**src/rtl/serial_sub.sv**
```systemverilog
// serial_sub: bit-serial a - b - bin, LSB first, one full-subtractor cell and a registered borrow.
module serial_sub #(
    parameter int WIDTH = 8
) (
    input  logic             clk,
    input  logic             rst,
    input  logic             start,
    input  logic [WIDTH-1:0] a,
    input  logic [WIDTH-1:0] b,
    input  logic             bin,
    output logic             busy,
    output logic             done,
    output logic [WIDTH-1:0] diff,
    output logic             bout
);
    localparam int CW = $clog2(WIDTH + 1);
    localparam logic [CW-1:0] LAST = CW'(WIDTH - 1);
    typedef enum logic [1:0] {IDLE, RUN, DONE} state_t;
    state_t           state, state_nxt;
    logic [WIDTH-1:0] a_sr, b_sr, r_nxt;
    logic [WIDTH-2:0] r_sr;
    logic [CW-1:0]    cnt;
    logic             br, x, y, d, br_nxt, accept, last;
    always_comb begin
        x      = a_sr[0];
        y      = b_sr[0];
        d      = x ^ y ^ br;
        br_nxt = (~x & y) | (~(x ^ y) & br);
        r_nxt  = {d, r_sr};
        accept = (state == IDLE || state == DONE) && start;
        last   = (state == RUN) && (cnt == LAST);
    end
    always_ff @(posedge clk) begin
        if (rst) state <= IDLE;
        else     state <= state_nxt;
    end
    always_comb begin
        state_nxt = accept ? RUN : (state == RUN) ? (last ? DONE : RUN) : IDLE;
    end
    always_comb begin
        busy = state == RUN;
        done = state == DONE;
    end
    // r_sr keeps only the low WIDTH-1 result bits; the final bit joins them at completion
    always_ff @(posedge clk) begin
        if (rst) begin
            a_sr <= '0;
            b_sr <= '0;
            r_sr <= '0;
            br   <= 1'b0;
            cnt  <= '0;
            diff <= '0;
            bout <= 1'b0;
        end else begin
            if (accept) begin
                a_sr <= a;
                b_sr <= b;
                br   <= bin;
                cnt  <= '0;
            end else if (state == RUN) begin
                a_sr <= a_sr >> 1;
                b_sr <= b_sr >> 1;
                r_sr <= r_nxt[WIDTH-1:1];
                br   <= br_nxt;
                cnt  <= cnt + 1'b1;
            end
            if (last) begin
                diff <= r_nxt;
                bout <= br_nxt;
            end
        end
    end
endmodule

```
**config.mk**
```make
export PLATFORM = sky130hd
export DESIGN_NAME = serial_sub
export DESIGN_NICKNAME = d
export VERILOG_FILES = /design/src/rtl/serial_sub.sv
export SDC_FILE = /design/constraint.sdc
export NUM_CORES = 1
export LEC_CHECK = 0
export CELL_PAD_IN_SITES_DETAIL_PLACEMENT = 1
export CELL_PAD_IN_SITES_GLOBAL_PLACEMENT = 2
export CORE_ASPECT_RATIO = 1.2
export CORE_UTILIZATION = 26
export CTS_CLUSTER_SIZE = 16
export DETAILED_ROUTE_END_ITERATION = 12
export GPL_TIMING_DRIVEN = 0
export PLACE_DENSITY_LB_ADDON = 0.1
export SKIP_CTS_REPAIR_TIMING = 1
export SKIP_LAST_GASP = 1
export SYNTH_ARGS = -nofsm -noshare
export SYNTH_HDL_FRONTEND = slang
export SYNTH_SLANG_ARGS = --single-unit
export TNS_END_PERCENT = 10
```
**constraint.sdc**
```tcl
create_clock -name clk -period 1.1 [get_ports clk]
set_input_delay 0.11 -clock clk [delete_from_list [all_inputs] [get_ports clk]]
set_output_delay 0.11 -clock clk [all_outputs]
set_load 0.01 [all_outputs]
```
==> qor.csv <==
metric,value,unit
slowest cell delay on critical path,0.54,ns
Final Hold Violating Endpoints,0,
1st-pass router iterations,4,
most numerous cell in the Yosys netlist,dfxtp_1,
critical path arrival,1.18,ns
All-Layer GR Usage,16.9,%
WL per Instance,16.0,µm
R2R Setup Slk,-0.18,ns
compound-gate portion of the synthesized area,18.8,%
cts bufs inserted,5,
Crit. Startpoint,diff[7]$_SDFFE_PP0P_,
"worst slack, placed",-0.415,ns
R2R Path End,bout$_SDFFE_PP0P_,
"Max stage delay cell, worst path",clkdlybuf4s50_1,
Clock transition at path regs,0.08,ns
"Distinct cells, synth",28,
routing usage on met2,29.2,%
layout cells sized above 1,16.5,%
worst-skew pair later-pin latency,0.30,ns
Max VDD drop,682,µV
GRT busiest layer,met2,
RSZ-0062 raised after global routing,true,
maxcap violations,0,
"top cells by count, synth","dfxtp_1 (39), nand2_1 (31), a21oi_1 (21), nand3_1 (13)",
outcome,"finished, violations left",
Stages on worst setup path,1,
yosys warns,0,
Die Y-Extent,87.0,µm
Startpoint Class,flip-flop,
WHS Path Cells,2,
Remaining DRCs,0,
Final ANT Viol Nets,0,
first-pass GRT wire length,7.98,mm
Mean Syn Cell Area,8.50,µm²
CP Data Required Time,0.99,ns
H-tree depth,2,
grt total ovfl,0,
CTS Root Cell,clkbuf_8,
Slew Limit Fails,0,
initial drt markers,61,
max_slew headroom,59.8,%
Post-synth EDFFs,0,
via count,1479,
CP endpoint,diff[7],
"Top FF cell, synth",dfxtp_1,
reg-to-reg critical path startpoint,cnt[0]$_SDFFE_PP0N_,
Worst-Margin Slew,0.604,ns
Cells after Synth,184,
worst-path fanout max,2,
Worst Hold Class,in2reg,
vias in the first global route,1597,
XOR/XNOR Fraction of Synth Area,1.12,%
largest family of logic cells by synthesized area,simple AND/OR/NAND/NOR gates,
# rows,30,
ys async rst share,0,%
simple-gate share of the synthesized area,20.9,%
clock sinks,39,
"Power, Total",3.23,mW
GR Util met1,20.0,%
#FFs+latches synth,39,
"delay-heaviest family, CP",buffers and inverters,
Mapped Area,0.00156,mm²
vias per inst,4.87,
Synth top area share,49.9,%
Die ar.,0.00633,mm²
CP endpoint kind,primary output,
Placeable Area,0.00574,mm²
P&R area growth vs syn,39.2,%
total wire length,4.85,mm
DPL Wire Length,3.40,mm
final setup fails,46,
initial antenna violation count,0,
Worst Setup Path Type,reg2out,
Final Cycle Share,117,%
final instance area,0.00218,mm²
crit-path cells,clkdlybuf4s50_1,
PD cells,1480,mW/mm²
"Seq/Total Area, Yosys",49.9,%
"Cell Area, Placed",0.00197,mm²
Port Buffer Count,29,
mux cell area share after synthesis,1.28,%
FF-to-FF path depth,5,
crit path time final,1.29,ns
Final nets,245,
Post-Synth Adder-Cell Area,2.08,%
"Worst Setup Slack, final",-0.189,ns
CTS tree,yes,
Initial Util,27.2,%
LEAKAGE,0.763,nW
clk buf depth,2,
met3 Use GR,4.28,%
ant diodes,0,
Placer Congestion,0.709,
Max Clock Skew,0.00518,ns
Crit path buffers/inverters,1,
Die X,72.8,µm
Synth Net Count,206,
failing checks,setup timing,
cell taking the most area after synthesis,dfxtp_1,
largest net degree at the start of global routing,13,
"top cells by area, synth","dfxtp_1 (50%), nand2_1 (7.4%), a21oi_1 (6.7%)",
fmax,776,MHz
I/O Pins,31,
worst hold slack,0.244,ns
stage by stage:
stage	util, %	TNS, ns	std cells
finish	37.9	-4.74	304
global route	37.9	-8.59	304
CTS	36.4	-10.44	301
detailed placement	34.4	-9.65	293
global placement	34.4	-8.61	293
floorplan	-	-0.108	184
layer usage:
layer	up-vias	share of wire, %
met5	-	0
met4	0	1.6
met3	7	3.3
met2	23	51
met1	726	44
li1	723	-
sequential cells by signal, summed over array words and instances, names as in the netlist:
| register | cells |
|---|---|
| state | 2 |
| a_sr | 8 |
| b_sr | 8 |
| diff | 8 |
| cnt | 4 |
| r_sr | 7 |
| bout | 1 |
| br | 1 |
worst min-delay path by stage:
stage	startpoint	to	slack [ns]
2_1_floorplan	a[7]	a_sr[7]$_SDFFE_PP0P_	0.25
3_3_place_gp	r_sr[0]$_SDFFE_PP0P_	r_sr[0]$_SDFFE_PP0P_	0.45
3_5_place_dp	a_sr[7]$_SDFFE_PP0P_	a_sr[7]$_SDFFE_PP0P_	0.46
4_1_cts	rst	state[0]$_SDFF_PP0_	0.22
5_1_grt	rst	state[0]$_SDFF_PP0_	0.26
6_report	rst	state[0]$_SDFF_PP0_	0.24
layout by cell type (no fill, tap or decap), drive strengths merged, types with 2 or more instances in the layout:
cell,n
nor3,11
dfxtp,39
inv,2
nand2b,2
clkdlybuf4s50,26
buf,13
a22oi,2
o21ai,9
nand3b,2
nor2,9
nand3,13
nand2,31
a21oi,21
a311oi,10
o22ai,4
clkbuf,14
mux2i,2
worst reg2reg max path, delay by kind of cell (launching register included):
kind	cells	cell delay, ns
buffers and inverters	1	0.14
and+or+nand+nor	1	0.18
DFF	1	0.36
adders and majority gates	1	0.19
AOI/OAI and AO/OA	2	0.31
logic make-up after synthesis:
family	after synthesis
AOI/OAI and AO/OA	48
xor gates and xnor gates	2
adders and majority gates	2
buffers and inverters	19
DFF	39
muxes	2
and+or+nand+nor	72
where the power goes:
part	internal, mW	switching, mW	total (mW)	leakage, nW
sequential	1.48	0.0421	1.52	0.320
combinational	0.207	0.235	0.442	0.382
clock	0.735	0.534	1.27	0.0612
final cells by class:
type / instances / area, µm²
multi-input combinational: 126 / 726
buffer: 16 / 124
sequential: 39 / 786
fill: 692 / 3570
clock inverter: 2 / 35.0
inverter: 3 / 15.0
tap: 80 / 100
timing repair buffer: 32 / 309
clock buffer: 6 / 82.6
Power figures use the tool's default switching activity.
